--- config.mk ---
export PLATFORM = sky130hd
export DESIGN_NAME = cfg_axis_decimate_avg
export DESIGN_NICKNAME = d
export VERILOG_FILES = /design/src/rtl/rpspmc_cfg_pkg.sv /design/src/rtl/cfg_word_extract.sv /design/src/rtl/cfg_axis_decimate_avg.sv
export SDC_FILE = /design/constraint.sdc
export NUM_CORES = 1
export LEC_CHECK = 0
export CAP_MARGIN = 10
export CORE_AREA = 3 3 432 434
export CTS_BUF_LIST = sky130_fd_sc_hd__clkbuf_4 sky130_fd_sc_hd__clkbuf_8
export DETAILED_ROUTE_END_ITERATION = 10
export DIE_AREA = 0 0 435 437
export PLACE_DENSITY = 0.3
export SLEW_MARGIN = 10
export SYNTH_ARGS = -nofsm -noshare
export SYNTH_HDL_FRONTEND = slang
export SYNTH_HIERARCHICAL = 1
export SYNTH_SLANG_ARGS = --single-unit
--- constraint.sdc ---
create_clock -name a_clk -period 6.7 [get_ports a_clk]
set_input_delay 1.005 -clock a_clk [delete_from_list [all_inputs] [get_ports a_clk]]
set_output_delay 1.005 -clock a_clk [all_outputs]
set_load 0.005 [all_outputs]
--- src/rtl/rpspmc_cfg_pkg.sv ---
// Shared cfg-bus layout and state encoding for the rpspmc cfg-controlled AXIS stages.
package rpspmc_cfg_pkg;

    localparam int unsigned CFG_WORD_W = 32;
    localparam int unsigned SHIFT_LSB  = 0;
    localparam int unsigned SHIFT_W    = 4;
    localparam int unsigned EN_BIT     = 4;
    localparam int unsigned CLR_BIT    = 5;

    typedef enum logic [0:0] {
        IDLE,
        ACCUM
    } avg_state_e;

endpackage

--- src/rtl/cfg_word_extract.sv ---
// Slices one cfg word, clamps the shift field and registers the fields one stage.
// Also flags the cycle in which the registered shift differs from its shadow copy.
module cfg_word_extract
    import rpspmc_cfg_pkg::*;
#(
    parameter int unsigned SRC_ADDR  = 0,
    parameter int unsigned CFG_WIDTH = 1024,
    parameter int unsigned MAX_SHIFT = 10
) (
    input  logic                 clk_i,
    input  logic                 rst_i,
    input  logic [CFG_WIDTH-1:0] cfg_i,
    output logic [SHIFT_W-1:0]   shift_o,
    output logic                 en_o,
    output logic                 clr_o,
    output logic                 shift_chg_o
);

    localparam int unsigned WordLsb = SRC_ADDR * CFG_WORD_W;

    logic [SHIFT_W-1:0] shift_raw;
    logic [SHIFT_W-1:0] shift_clamped;
    logic [SHIFT_W-1:0] shift_q;
    logic [SHIFT_W-1:0] shift_sh_q;
    logic               en_q;
    logic               clr_q;
    logic               unused_cfg;

    // Only a few bits of the bus belong to this word; the rest is deliberately ignored.
    assign unused_cfg    = ^cfg_i;
    assign shift_raw     = cfg_i[WordLsb + SHIFT_LSB +: SHIFT_W];
    assign shift_clamped = (shift_raw > SHIFT_W'(MAX_SHIFT)) ? SHIFT_W'(MAX_SHIFT) : shift_raw;

    always_ff @(posedge clk_i or posedge rst_i) begin
        if (rst_i) begin
            shift_q    <= '0;
            shift_sh_q <= '0;
            en_q       <= 1'b0;
            clr_q      <= 1'b0;
        end else begin
            shift_q    <= shift_clamped;
            shift_sh_q <= shift_q;
            en_q       <= cfg_i[WordLsb + EN_BIT];
            clr_q      <= cfg_i[WordLsb + CLR_BIT];
        end
    end

    assign shift_o     = shift_q;
    assign en_o        = en_q;
    assign clr_o       = clr_q;
    assign shift_chg_o = (shift_q != shift_sh_q);

endmodule

--- src/rtl/cfg_axis_decimate_avg.sv ---
// Boxcar decimator: averages 2^shift valid samples of the selected stream into one mean,
// restarting the block whenever the upstream source or the block length changes.
module cfg_axis_decimate_avg
    import rpspmc_cfg_pkg::*;
#(
    parameter int unsigned SRC_ADDR         = 0,
    parameter int unsigned CFG_WIDTH        = 1024,
    parameter int unsigned AXIS_TDATA_WIDTH = 32,
    parameter int unsigned MAX_SHIFT        = 10,
    parameter int unsigned ACC_WIDTH        = 48
) (
    input  logic                        a_clk,
    input  logic                        a_rst,
    input  logic [CFG_WIDTH-1:0]        cfg,
    input  logic                        sel_status,
    input  logic [AXIS_TDATA_WIDTH-1:0] S_AXIS_tdata,
    input  logic                        S_AXIS_tvalid,
    output logic [AXIS_TDATA_WIDTH-1:0] M_AXIS_tdata,
    output logic                        M_AXIS_tvalid,
    output logic [15:0]                 blk_count
);

    localparam int unsigned W    = AXIS_TDATA_WIDTH;
    localparam int unsigned CntW = MAX_SHIFT + 1;

    logic [SHIFT_W-1:0] shift;
    logic               en;
    logic               clr;
    logic               shift_chg;

    cfg_word_extract #(
        .SRC_ADDR  (SRC_ADDR),
        .CFG_WIDTH (CFG_WIDTH),
        .MAX_SHIFT (MAX_SHIFT)
    ) u_cfg (
        .clk_i       (a_clk),
        .rst_i       (a_rst),
        .cfg_i       (cfg),
        .shift_o     (shift),
        .en_o        (en),
        .clr_o       (clr),
        .shift_chg_o (shift_chg)
    );

    avg_state_e                  state_q, state_d;
    logic signed [ACC_WIDTH-1:0] acc_q, acc_d;
    logic [CntW-1:0]             cnt_q, cnt_d;
    logic [W-1:0]                tdata_q, tdata_d;
    logic                        tvalid_q, tvalid_d;
    logic [15:0]                 blk_q, blk_d;
    logic                        sel_q;

    logic signed [ACC_WIDTH-1:0] acc_in;
    logic signed [ACC_WIDTH-1:0] acc_sum;
    logic signed [ACC_WIDTH-1:0] mean_full;
    logic [CntW-1:0]             cnt_inc;
    logic [CntW-1:0]             blk_len;
    logic                        active;
    logic                        restart;
    logic                        unused_mean_hi;

    assign acc_in    = {{(ACC_WIDTH-W){S_AXIS_tdata[W-1]}}, S_AXIS_tdata};
    assign acc_sum   = acc_q + acc_in;
    assign mean_full = acc_sum >>> shift;
    assign cnt_inc   = cnt_q + CntW'(1);
    assign blk_len   = CntW'(1) << shift;
    assign active    = en && !clr;
    assign restart   = (sel_status != sel_q) || shift_chg;
    // The mean of W-bit samples always fits in W bits.
    assign unused_mean_hi = ^mean_full[ACC_WIDTH-1:W];

    always_comb begin
        state_d  = state_q;
        acc_d    = acc_q;
        cnt_d    = cnt_q;
        tdata_d  = tdata_q;
        tvalid_d = 1'b0;
        blk_d    = blk_q;
        case (state_q)
            IDLE: begin
                acc_d = '0;
                cnt_d = '0;
                if (active) begin
                    state_d = ACCUM;
                end
            end
            ACCUM: begin
                // Disable/clear/restart take priority over a completing sample.
                if (!active) begin
                    state_d = IDLE;
                    acc_d   = '0;
                    cnt_d   = '0;
                end else if (restart) begin
                    acc_d = '0;
                    cnt_d = '0;
                end else if (S_AXIS_tvalid) begin
                    if (cnt_inc == blk_len) begin
                        tdata_d  = mean_full[W-1:0];
                        tvalid_d = 1'b1;
                        acc_d    = '0;
                        cnt_d    = '0;
                        blk_d    = blk_q + 16'd1;
                    end else begin
                        acc_d = acc_sum;
                        cnt_d = cnt_inc;
                    end
                end
            end
            default: state_d = IDLE;
        endcase
        if (clr) begin
            blk_d = '0;
        end
    end

    always_ff @(posedge a_clk or posedge a_rst) begin
        if (a_rst) begin
            state_q  <= IDLE;
            acc_q    <= '0;
            cnt_q    <= '0;
            tdata_q  <= '0;
            tvalid_q <= 1'b0;
            blk_q    <= '0;
            sel_q    <= 1'b0;
        end else begin
            state_q  <= state_d;
            acc_q    <= acc_d;
            cnt_q    <= cnt_d;
            tdata_q  <= tdata_d;
            tvalid_q <= tvalid_d;
            blk_q    <= blk_d;
            sel_q    <= sel_status;
        end
    end

    assign M_AXIS_tdata  = tdata_q;
    assign M_AXIS_tvalid = tvalid_q;
    assign blk_count     = blk_q;

endmodule

==> summary.md, run 1 <==
| Metric | Value |
|---|---|
| Worst ir drop on vdd | `0.142 mV` |
| Setup repair bufs after CTS | `0` |
| Final-report hold violation count | `0` |
| CP Cell Sequence | `inv_1 -> nor2_1 -> a31oi_1 -> a21oi_1 -> nor4b_2 -> nand4_2 -> buf_4 -> inv_2 -> nand2_1 -> a221o_1 -> a311o_1 -> and3b_1` |
| Slowest-stage cell, CP | `sky130_fd_sc_hd__dfrtp_2` |
| Iteration-0 DRC Markers | `667` |
| CP peak stage delay | `760 ps` |
| Total power density per cell area | `131 nW/um^2` |
| Number of filler instances in the final layout | `21,500` |
| Routed wire length | `50.3 mm` |
| Vertical die dimension | `437 microns` |
| Setup slack on the worst flop-to-flop path | `1630 ps` |
| Num Clock Sinks | `119` |
| Required time reported for the critical path endpoint | `7140 ps` |
| Total setup violations reported at the end of the flow | `0` |
| Type of the worst min-delay path | `reg -> reg` |
| Post-synthesis cell count | `1,249` |
| Antenna violations before repair | `4` |
| Endpoint of the worst-slack reg-to-reg timing path | `M_AXIS_tdata[26]` |
| Final count of pins violating max slew | `0` |
| Via count of the first global-routing pass | `10,200` |
| Sum of negative setup slack | `0 ps` |
| Static Leak | `0.00514 uW` |
| Cell depth of the worst hold path | `1` |
| Net count of the finished layout | `2,399` |
| Area of the die | `190,000 sq um` |
| Post-synth EDFFs | `0` |
| Clock root buffer | `sky130_fd_sc_hd__clkbuf_8` |
| Max Freq | `197 MHz` |
| Skew-Pair Late Insertion Delay | `570 ps` |
| Die Width | `435 microns` |
| Initial Utilization | `5.74%` |
| Post-route DRC violation count | `0` |
| Vias after detailed routing | `9,993` |
| Type of the setup path with the least slack | `reg -> reg` |
| DP HPWL | `39.8 mm` |
| Max-Slew Margin vs Limit | `33.5%` |
| Share of flip-flops with an asynchronous set or reset after synthesis | `100%` |
| Maximum level of the CTS H-tree | `4` |
| First-pass DRT Iterations | `5` |
| Most common cell after layout, fill and taps aside | `sky130_fd_sc_hd__nand2_1` |
| Launch point of the worst reg-to-reg path | `u_cfg/shift_o[1]` |
| Area growth from synthesis to layout | `40.2%` |
| Post-route worst setup slack | `1630 ps` |
| Yosys warning count | `6` |
| Final global-route overflow total | `0` |
| Wire length of the first global-routing pass | `73.4 mm` |
| Power consumption | `1920 uW` |
| Most used flip-flop cell after synthesis | `sky130_fd_sc_hd__dfrtp_1` |
| Global placer's final weighted congestion | `0.753` |
| Count of cell types in the netlist | `103` |
| Final-layout worst hold slack | `482 ps` |
| HP Start | `M_AXIS_tdata[0]` |
| Sequential-to-total area share from yosys stat | `28.3%` |
| Tcrit/Tclk final | `75.7%` |
| Detail-routed net length per standard cell | `13.3 microns` |
| Clock skew after layout | `41.6 ps` |
| CTS resizes | `0` |
| Endpoint with the worst hold slack | `M_AXIS_tdata[0]` |
| Number of placement rows | `157` |
| Number of nets produced by synthesis | `2,358` |
| Crit-path max FO | `35` |
| Post-Place Worst Slack | `1080 ps` |
| Clock tree from TritonCTS | `built` |
| Number of buffers created by CTS | `17` |
| Maximum number of pins on one net before global-route repair | `59` |
| Worst-Margin Slew | `997 ps` |
| I/O pin count | `1,109` |
| Unrepaired setup endpoints after global routing | `no` |
| Most frequent cells in the layout | `sky130_fd_sc_hd__nand2_1 (151), sky130_fd_sc_hd__dfrtp_1 (116), sky130_fd_sc_hd__nor2_1 (110)` |
| I/O Buffers | `90` |
| Crit path max-delay family | `simple AND/OR/NAND/NOR gates` |
| Count of nets left with antenna violations after detail routing | `0` |
| Sort of element at the start of the critical path | `flip-flop` |
| Fraction of layout cells with a size suffix above 1 | `9.13%` |
| Deepest clock path buffer count | `2` |
| Endpoint class of the critical path | `flip-flop` |
| Cell count of the worst reg-to-reg path | `12` |
| Area of the core | `183,000 sq um` |
| Reg clk slew, reported paths | `90 ps` |
| Average footprint of a synthesized cell | `8.42 sq um` |
| Reported max-cap violation count | `0` |
| Quantity of hold-fixing buffers added after cts | `0` |
| Vias/cell | `2.65` |
| Total buffers and inverters traversed by the critical path | `3` |
| #FFs+latches synth | `119` |
| Synth Cell Area | `10,500 sq um` |
| Period minus WS final | `5070 ps` |
| Arrival time at the worst endpoint | `5510 ps` |
| Run status | `completed` |
| Total track usage | `5.24%` |
==> cells in the mapped netlist, drive strengths merged (9+ instances only) <==
master	n	area share, %
nand2	152	5.4
dfrtp	119	28
nor2	112	4.1
o21ai	93	4.5
a21oi	87	4.2
clkbuf	52	1.9
ha	48	5.7
mux2i	41	3.9
xnor2	35	3.0
nor3	34	1.7
buf	32	1.4
a22o	30	2.5
a21o	29	2.2
nand3	28	1.4
inv	24	0.86
xor2	23	1.9
mux4	22	4.7
a211oi	21	1.6
or3	21	1.2
o221ai	20	1.7
and3	19	1.1
nand4	19	1.4
and2	18	1.1
o21a	16	1.1
nor4	11	0.71
o31ai	10	0.84
o2111ai	9	0.75
==> stage by stage <==
stage          cells  util, %  instance area, sq um
4_1_cts         3767     8.05                 14700
3_5_place_dp    3735     7.81                 14300
6_report        3768     8.05                 14700
3_3_place_gp    3735     7.81                 14300
2_1_floorplan   1249        -                 10500
5_1_grt         3768     8.05                 14700
==> per-layer routing <==
metal  vias to the layer above  GRT usage, %  routed length [microns]
met5                         -             0                        0
met4                         0          2.36                     1670
met3                        38          1.07                     1850
met2                       164          9.33                    25600
met1                      5005          6.01                    21100
li1                       4786             -                        -
==> registers in the layout (all words and copies together), names as in the netlist <==
register,flops
u_cfg/en_o,1
u_cfg/clr_o,1
M_AXIS_tdata,32
state_q,1
blk_count,16
acc_q,47
u_cfg/shift_sh_q,4
u_cfg/shift_o,4
M_AXIS_tvalid,1
cnt_q,11
sel_q,1
==> worst max-delay path by stage <==
stage	startpoint	end	slack [ps]	cells after the start
floorplan	S_AXIS_tdata[0]	M_AXIS_tdata[25]	2780	13
global placement	S_AXIS_tdata[28]	M_AXIS_tdata[27]	970	12
detailed placement	S_AXIS_tdata[28]	M_AXIS_tdata[27]	1080	12
CTS	u_cfg/shift_o[1]	M_AXIS_tdata[26]	1550	11
global route	u_cfg/shift_o[1]	M_AXIS_tdata[26]	1350	12
finish	u_cfg/shift_o[1]	M_AXIS_tdata[26]	1630	12
==> layout make-up <==
| type | count | area, sq um | area share [%] |
|---|---|---|---|
| Multi-Input combinational cell | 1021 | 7110 | 48.2 |
| Tap cell | 2464 | 3080 | 20.9 |
| Inverter | 25 | 96.3 | 0.654 |
| Sequential cell | 119 | 2980 | 20.2 |
| Clock inverter | 14 | 198 | 1.34 |
| Timing Repair Buffer | 106 | 1020 | 6.93 |
| Clock buffer | 18 | 248 | 1.68 |
| Antenna cell | 1 | 2.50 | 0.0170 |
==> cell families after synthesis <==
group                      Yosys count  share of synthesized area [%]
AOI/OAI and AO/OA                  401                           26.7
xor gates and xnor gates            60                           5.33
adders and majority gates           49                           5.90
buffers and inverters              109                           4.16
DFF                                119                           28.3
muxes                               67                           9.04
and+or+nand+nor                    444                           20.5
==> where the power goes <==
group          total [uW]  internal (uW)  switching [uW]  leakage, uW
sequential            737            723            14.5      0.00163
combinational         368            134             234      0.00329
clock                 819            417             402     0.000220
total                1920           1270             650      0.00514
Note: power is estimated with default switching activity, not from simulation.
==> run 2: changes to the inputs <==
--- a/config.mk
+++ b/config.mk
@@ -6,10 +6,10 @@
 export NUM_CORES = 1
 export LEC_CHECK = 0
 export CAP_MARGIN = 10
-export CORE_AREA = 3 3 432 434
+export CORE_AREA = 3 3 430 432
 export CTS_BUF_LIST = sky130_fd_sc_hd__clkbuf_4 sky130_fd_sc_hd__clkbuf_8
 export DETAILED_ROUTE_END_ITERATION = 10
-export DIE_AREA = 0 0 435 437
+export DIE_AREA = 0 0 433 435
 export PLACE_DENSITY = 0.3
 export SLEW_MARGIN = 10
 export SYNTH_ARGS = -nofsm -noshare
==> constraint.sdc (replaced) <==
create_clock -name a_clk -period 4.3 [get_ports a_clk]
set_input_delay 0.645 -clock a_clk [delete_from_list [all_inputs] [get_ports a_clk]]
set_output_delay 0.645 -clock a_clk [all_outputs]
set_load 0.005 [all_outputs]
==> summary.md, run 2 (synthesized netlist as in run 1, its figures left out) <==
| Metric | Value |
|---|---|
| Endpoint class of the critical path | `flip-flop` |
| Die Width | `433 microns (-0.46%)` |
| Arrival time at the worst endpoint | `4540 ps (-970 ps)` |
| CP Cell Sequence | `clkdlybuf4s50_1 -> ha_1 -> inv_1 -> fa_1 -> nor2b_1 -> o2111ai_1 -> a21o_1 -> buf_4 -> and2_1 -> buf_4 -> o21ai_1 -> xor2_2 -> buf_4 -> a221o_1 -> buf_4 -> a211oi_1 -> a211oi_2 -> buf_4 -> a21o_1` |
| Area of the core | `181,000 sq um (-1.2%)` |
| Clock skew after layout | `17.1 ps (-24.5 ps)` |
| Setup crit start | `S_AXIS_tdata[0]` |
| Crit path max-delay family | `compound AO/OA/AOI/OAI gates` |
| Worst ir drop on vdd | `0.186 mV (+31%)` |
| Sort of element at the start of the critical path | `primary input` |
| Reported max-cap violation count | `0 (unchanged)` |
| Fraction of layout cells with a size suffix above 1 | `26.5% (+17 points)` |
| Unrepaired setup endpoints after global routing | `no` |
| Tcrit/Tclk final | `94.5%` |
| Total setup violations reported at the end of the flow | `0 (unchanged)` |
| Maximum number of pins on one net before global-route repair | `56 (-5.1%)` |
| Number of buffers created by CTS | `17 (unchanged)` |
| Period minus WS final | `4060 ps` |
| DP HPWL | `43.9 mm (+10%)` |
| Vias/cell | `2.73 (+3.0%)` |
| Setup repair bufs after CTS | `0 (unchanged)` |
| Initial Utilization | `5.81% (+0.068 points)` |
| Launch point of the worst reg-to-reg path | `acc_q[9]` |
| Register bank with the most flops | `acc_q` |
| Final global-route overflow total | `0 (unchanged)` |
| Post-Place Worst Slack | `-669 ps (-1750 ps)` |
| CP endpoint | `M_AXIS_tdata[9]` |
| Run status | `completed` |
| Clock root buffer | `sky130_fd_sc_hd__clkbuf_8` |
| Number of placement rows | `156 (-0.64%)` |
| Max Freq | `246 MHz` |
| I/O pin count | `1,109 (unchanged)` |
| Num Clock Sinks | `119 (unchanged)` |
| Final count of pins violating max slew | `0 (unchanged)` |
| Vias after detailed routing | `10,900 (+8.7%)` |
| Maximum level of the CTS H-tree | `4 (unchanged)` |
| Routed wire length | `53.2 mm (+5.9%)` |
| Required time reported for the critical path endpoint | `4780 ps (-2360 ps)` |
| Most common cell after layout, fill and taps aside | `sky130_fd_sc_hd__buf_4` |
| Sum of negative setup slack | `0 ps (unchanged)` |
| Post-route worst setup slack | `236 ps (-1390 ps)` |
| Post-route DRC violation count | `0 (unchanged)` |
| Iteration-0 DRC Markers | `500 (-25%)` |
| CP peak stage delay | `470 ps (-290 ps)` |
| Type of the setup path with the least slack | `in -> reg` |
| Number of flip-flops under the largest register name | `47 (unchanged)` |
| Quantity of hold-fixing buffers added after cts | `0 (unchanged)` |
| Detail-routed net length per standard cell | `13.4 microns (+0.40%)` |
| Worst-Margin Slew | `685 ps (-312 ps)` |
| I/O Buffers | `90 (unchanged)` |
| Most frequent cells in the layout | `sky130_fd_sc_hd__buf_4 (310), sky130_fd_sc_hd__nand2_1 (152), sky130_fd_sc_hd__dfrtp_1 (116)` |
| Vertical die dimension | `435 microns (-0.46%)` |
| Endpoint of the worst-slack reg-to-reg timing path | `M_AXIS_tdata[12]` |
| Cell count of the worst reg-to-reg path | `14 (+2)` |
| Static Leak | `0.00662 uW (+29%)` |
| Critical Path Stages | `19 (+7)` |
| First-pass DRT Iterations | `5 (unchanged)` |
| Antenna violations before repair | `1 (-3)` |
| Crit-path max FO | `4 (-89%)` |
| Total power density per cell area | `183 nW/um^2 (+40%)` |
| Final-report hold violation count | `0 (unchanged)` |
| Slowest-stage cell, CP | `sky130_fd_sc_hd__clkdlybuf4s50_1` |
| Count of nets left with antenna violations after detail routing | `0 (unchanged)` |
| Number of filler instances in the final layout | `20,900 (-2.8%)` |
| Clock tree from TritonCTS | `built` |
| Type of the worst min-delay path | `in -> async` |
| Net count of the finished layout | `2,699 (+13%)` |
| Reg clk slew, reported paths | `90 ps (about the same)` |
| Skew-Pair Late Insertion Delay | `580 ps (about the same)` |
| Setup slack on the worst flop-to-flop path | `420 ps (-1210 ps)` |
| Total buffers and inverters traversed by the critical path | `7 (+4)` |
| Area of the die | `188,000 sq um (-0.92%)` |
| Max-Slew Margin vs Limit | `54.2% (+21 points)` |
| Most Frequent Cell on Critical Path | `sky130_fd_sc_hd__buf_4` |
| Total track usage | `5.70% (+0.45 points)` |
| Area growth from synthesis to layout | `61.6%` |
| CTS resizes | `1 (+1)` |
| Global placer's final weighted congestion | `0.746 (-0.85%)` |
| Wire length of the first global-routing pass | `79.1 mm (+7.8%)` |
| Via count of the first global-routing pass | `11,500 (+13%)` |
| Utilization of the core after routing | `9.39% (+1.3 points)` |
| Deepest clock path buffer count | `2 (unchanged)` |
## run 2: changes by cell type in the layout (fill, tap and decap cells not counted), moves of 2 or more
cell                      delta
sky130_fd_sc_hd__buf_4     +294
sky130_fd_sc_hd__buf_12      +6
sky130_fd_sc_hd__xnor2_1     -2
sky130_fd_sc_hd__xnor2_2     +2
sky130_fd_sc_hd__xor2_1      -2
## run 2: through the flow
stage          instance area [sq um]  hold slack, ps  power (uW)  cells
5_1_grt                        17000             442        3290   3974
3_3_place_gp                   16500             468        1910   3941
2_1_floorplan                  10500             392        1520   1249
4_1_cts                        16900             372        3220   3973
3_5_place_dp                   16500             471        1910   3941
6_report                       17000             446        3110   3975
## run 2: layer usage
layer | track usage, % | part of all wire (%) | vias to the layer above
li1 | - | - | 5392
met1 | 6.52 | 42 | 5298
met2 | 10.4 | 52 | 140
met3 | 1.14 | 4.2 | 32
met4 | 1.93 | 1.9 | 0
met5 | 0 | 0 | -
## run 2: how the worst min path moves through the flow
stage / from / endpoint / slack, ps / depth (start not counted)
after floorplan: u_cfg/shift_o[1] / u_cfg/shift_sh_q[1] / 390 / 0
after global placement: M_AXIS_tdata[0] / M_AXIS_tdata[0] / 470 / 1
after detailed placement: M_AXIS_tdata[9] / M_AXIS_tdata[9] / 470 / 1
after CTS: a_rst / u_cfg/clr_o / 370 / 2
after global routing: a_rst / u_cfg/clr_o / 440 / 2
final: a_rst / u_cfg/clr_o / 450 / 2
## run 2: layout make-up
class | instances | area, sq um | share of cell area (%)
Antenna cell | 2 | 5.00 | 0.0295
Clock buffer | 19 | 262 | 1.54
Clock inverter | 13 | 171 | 1.01
Inverter | 25 | 96.3 | 0.567
Multi-Input combinational cell | 1021 | 7160 | 42.2
Sequential cell | 119 | 2980 | 17.5
Tap cell | 2370 | 2970 | 17.5
Timing Repair Buffer | 406 | 3350 | 19.7
## run 2: power by group
group          internal (uW)  switching (uW)  total, uW
clock                    609             623       1230
sequential              1130            18.0       1140
combinational            330             400        730
total                   2070            1040       3110
==> RTL change 1: new RTL, flow settings as in run 2 <==
Put one more register stage on the output `M_AXIS_tdata`. The value now appears one clock later. The other outputs are not delayed to match.
--- a/src/rtl/cfg_axis_decimate_avg.sv
+++ b/src/rtl/cfg_axis_decimate_avg.sv
@@ -133,7 +133,9 @@
         end
     end
 
-    assign M_AXIS_tdata  = tdata_q;
+    always_ff @(posedge a_clk) begin
+        M_AXIS_tdata <= tdata_q;
+    end
     assign M_AXIS_tvalid = tvalid_q;
     assign blk_count     = blk_q;
 
Formal check against the unedited RTL: not equivalent (a bounded check fails within 4 cycles, from zero or initial values and one cycle with a_rst high).
==> RTL change 1 against run 2 <==
Synthesized area is 3.1% higher; routed wire length is 2.1% higher; highest routed layer unchanged; total power is 11% higher; non-clock buffer count is 36 higher; final area is 2.9% higher; worst setup slack worse by 99 ps; sequential cell count is 32 higher; sequential power is 26% higher.
==> RTL change 1: results (changes against run 2) <==
outcome finished clean (unchanged); DP HPWL 44,280 um (was 43,920 um); setup bufs post-CTS 0 (unchanged); dpl cell area 17,070 sq um (was 16,500 sq um); fraction of layout cells with a size suffix above 1 26.06% (was 26.45%); global-route wire length before repair 80,050 um (was 79,100 um); Worst Setup SP S_AXIS_tdata[3] (was S_AXIS_tdata[0]); Static Leak 6.878 nW (was 6.617 nW); vias in the first global route 11,680 (was 11,500); Unique masters post-synth 86 (was 103); worst vdd ir 0.0001526 V (was 0.0001862 V); Routability Congestion 0.7591 (was 0.7464); GRT Util Overall 5.778% (was 5.696%); Max-Slew Margin vs Limit 45.68% (was 54.16%); P_int 2.311 mW (was 2.065 mW); hold crit path type reg2reg (was in2async); cell count after synthesis 1,278 (was 1,249); crit path max fanout 3 (was 4); cts repair resizes 0 (was 1); WL/cell 13.45 um (was 13.39 um); DRT Pass-1 Iters 4 (was 5); Clock Skew 34.12 ps (was 17.11 ps); Critical R2R Capture tdata_q[29] (was M_AXIS_tdata[12]); Synth async-reset ratio 78.81% (was 100.0%); final setup margin 137.1 ps (was 235.8 ps); worst endpoint data arrival time 4610 ps (was 4540 ps); total power 3.442 mW (was 3.107 mW); Vias/cell 2.739 (was 2.733); top post-synthesis cells by area dfrtp_1 27%, dfxtp_1 5.9%, ha_1 5.5%, nand2_1 5.1%, a21oi_1 4.2% (was dfrtp_1 28%, ha_1 5.7%, nand2_1 5.4%, mux4_2 4.7%, a21oi_1 4.0%); worst r2r src acc_q[4] (was acc_q[9]); DR iter-0 viols 572 (was 500); dpl cells 4,007 (was 3,941); P_seq 1.44 mW (was 1.14 mW); sequential share of the synthesized area 33.39% (was 28.32%); DP Worst Slack -387.7 ps (was -669.1 ps); worst hold margin 377.9 ps (was 445.8 ps); Vias 11,070 (was 10,860); input/output buffers 90 (unchanged); largest net degree at the start of global routing 110 (was 56); top cells by count, synth 147 x nand2_1, 119 x dfrtp_1, 109 x nor2_1 (was 152 x nand2_1, 119 x dfrtp_1, 110 x nor2_1); syn_nets 2,387 (was 2,358)
-- RTL change 1: cell count changes after synthesis, sizes merged, moves of 8 or more --
| cell | before | now |
|---|---|---|
| and3 | 19 | 9 |
| and2 | 18 | 8 |
| mux4 | 22 | 10 |
| buf | 32 | 24 |
| o221ai | 20 | 11 |
| a31oi | 7 | 16 |
| o211ai | 7 | 18 |
| dfxtp | 0 | 32 |
| xor2 | 23 | 36 |
-- RTL change 1: worst max-delay path: stages --
cell,delay [ps]
clkdlybuf4s50_1,440
ha_1,310
and2_1,190
a221oi_2,310
a21oi_1,200
o21ai_0,660
a2111oi_0,260
buf_4,210
a31oi_1,180
and2_1,150
o21ai_1,70
buf_4,160
a2111oi_0,460
and4b_1,280
a21oi_1,70
-- RTL change 1: final cells by class --
class	count	area, sq um
antenna	1	2.502
multi-input combinational	1019	6795
inverter	25	96.34
clock buffer	19	255.2
fill	20900	163500
clock inverter	13	146.4
timing repair buffer	442	3593
sequential	151	3622
tap	2370	2965
-- RTL change 1: per-layer routing --
layer | GRT usage, % | vias up | share of wire (%)
met1 | 7.242 | 5364 | 45
met4 | 1.599 | 0 | 2.3
met5 | 0 | - | 0
li1 | - | 5497 | -
met2 | 9.869 | 159 | 49
met3 | 1.283 | 47 | 3.5
-- RTL change 1: kinds of logic (layout without fill, tap and decap cells) --
| logic type | Yosys count | in the layout | synth area share (%) |
|---|---|---|---|
| adders and majority gates | 49 | 49 | 5.726 |
| xor gates and xnor gates | 72 | 72 | 5.818 |
| buffers and inverters | 108 | 499 | 4.052 |
| DFF | 151 | 151 | 33.39 |
| muxes | 58 | 58 | 6.638 |
| and+or+nand+nor | 435 | 435 | 19.59 |
| other | 0 | 1 | 0 |
| AOI/OAI and AO/OA | 405 | 405 | 24.79 |
==> RTL change 2: new RTL, config.mk and constraints of run 2 <==
Without the edit above. Change the parameter `ACC_WIDTH` from 48 to 40.
--- a/src/rtl/cfg_axis_decimate_avg.sv
+++ b/src/rtl/cfg_axis_decimate_avg.sv
@@ -7,7 +7,7 @@
     parameter int unsigned CFG_WIDTH        = 1024,
     parameter int unsigned AXIS_TDATA_WIDTH = 32,
     parameter int unsigned MAX_SHIFT        = 10,
-    parameter int unsigned ACC_WIDTH        = 48
+    parameter int unsigned ACC_WIDTH        = 40
 ) (
     input  logic                        a_clk,
     input  logic                        a_rst,
Formal check against the unedited RTL: same outputs for any inputs over 4 cycles, from zero or initial values and one cycle with a_rst high; that may be too few to reach the edited logic, so the function may still have changed.
==> RTL change 2 against run 2 <==
Routed wire length decreased by 11%; global-route usage decreased by 0.73 points; synthesized area decreased by 13%; core utilization decreased by 1.0 points; final area decreased by 11%; synthesized cell count decreased by 14%; hold slack improved by 47 ps; worst setup slack got worse by 73 ps; sequential cell count decreased by 7; total power decreased by 19%; largest cell class unchanged; largest power group is now registers.
==> RTL change 2: results (changes against run 2) <==
Clock Skew 25.69 ps (was 17.11 ps); met3 routed WL 598 um (was 2231 um); cts repair resizes 4 (was 1); WL met1 18,170 um (was 22,190 um); Reg clk slew, reported paths 140 ps (was 90 ps); crit path max fanout 3 (was 4); sequential share of the synthesized area 30.58% (was 28.32%); Post-Layout Cell Count 3,763 (was 3,975); largest net degree at the start of global routing 103 (was 56); nonclk inv count 16 (was 25); Reg area 2806 sq um (was 2982 sq um); Static Leak 5.656 nW (was 6.617 nW); top cells by count, synth 113 x nand2_1, 112 x dfrtp_1, 89 x o21ai_0 (was 152 x nand2_1, 119 x dfrtp_1, 110 x nor2_1); dpl cells 3,744 (was 3,941); clk_lat worst skew 480 ps (was 580 ps); Plain + repair buffers 370 (was 406); htree depth 3 (was 4); DR iter-0 viols 480 (was 500); Synth Area in Compound Gates 28.39% (was 26.74%); multi-input gate count 877 (was 1,021); Final clock-cell share 1.349% (was 2.548%); met2 usage 10.12% (was 10.42%); number of buffers created by CTS 9 (was 17); initial antenna violation count 9 (was 1); non-clk buf share 19.98% (was 19.70%); worst vdd ir 0.0001315 V (was 0.0001862 V); syn_nets 2,175 (was 2,358); met2 wire len 27,340 um (was 27,800 um); Unique masters post-synth 85 (was 103); Routability Congestion 0.7347 (was 0.7464); Routed WL 47,140 um (was 53,230 um); dpl cell area 14,850 sq um (was 16,500 sq um); Vias/cell 2.522 (was 2.733); top post-synthesis cells by area dfrtp_1 31%, ha_1 5.6%, o21ai_0 4.9%, nand2_1 4.6%, a21oi_1 3.8% (was dfrtp_1 28%, ha_1 5.7%, nand2_1 5.4%, mux4_2 4.7%, a21oi_1 4.0%); post-synthesis adder-cell area fraction 5.816% (was 5.902%); fillcell total 21,050 (was 20,950); DP Worst Slack -930.8 ps (was -669.1 ps); Max-Slew Margin vs Limit 51.92% (was 54.16%); Crit path largest cell delay 600 ps (was 470 ps); hold crit path type reg2reg (was in2async); M3 GR Usage 0.3121% (was 1.135%); max reg flops 40 (was 47); global-route wire length before repair 69,140 um (was 79,100 um); multi-input gate share of the layout cell area 40.06% (was 42.15%); Multi-input gate area 6057 sq um (was 7163 sq um); Seq cells 112 (was 119); mux cell area share after synthesis 7.032% (was 9.043%); nets 2,488 (was 2,699); met1 Track Usage GR 5.295% (was 6.522%); GRT Util Overall 4.966% (was 5.696%); vias in the first global route 9,873 (was 11,500); outcome finished clean (unchanged)
==> RTL change 2: final timing paths <==
check	from	end	slack, ps
min in group asynchronous	a_rst	u_cfg/clr_o	560
worst max-delay path	S_AXIS_tdata[19]	M_AXIS_tdata[20]	160
worst max register to register	acc_q[19]	M_AXIS_tdata[20]	380
max in group asynchronous	a_rst	acc_q[27]	3070
worst min register to register	M_AXIS_tdata[3]	M_AXIS_tdata[3]	490
worst min-delay path	M_AXIS_tdata[3]	M_AXIS_tdata[3]	490
==> RTL change 2: power breakdown <==
group | switching (mW) | total [mW] | internal [mW]
registers | 0.00859 | 1.07 | 1.06
clock network | 0.509 | 0.745 | 0.236
logic | 0.376 | 0.689 | 0.313
==> RTL change 2: critical path, delay by kind of cell <==
kind	cells	cell delay [ps]
and+or+nand+nor	4	1010
adders and majority gates	1	310
buffers and inverters	4	910
AOI/OAI and AO/OA	5	1130
muxes	1	530
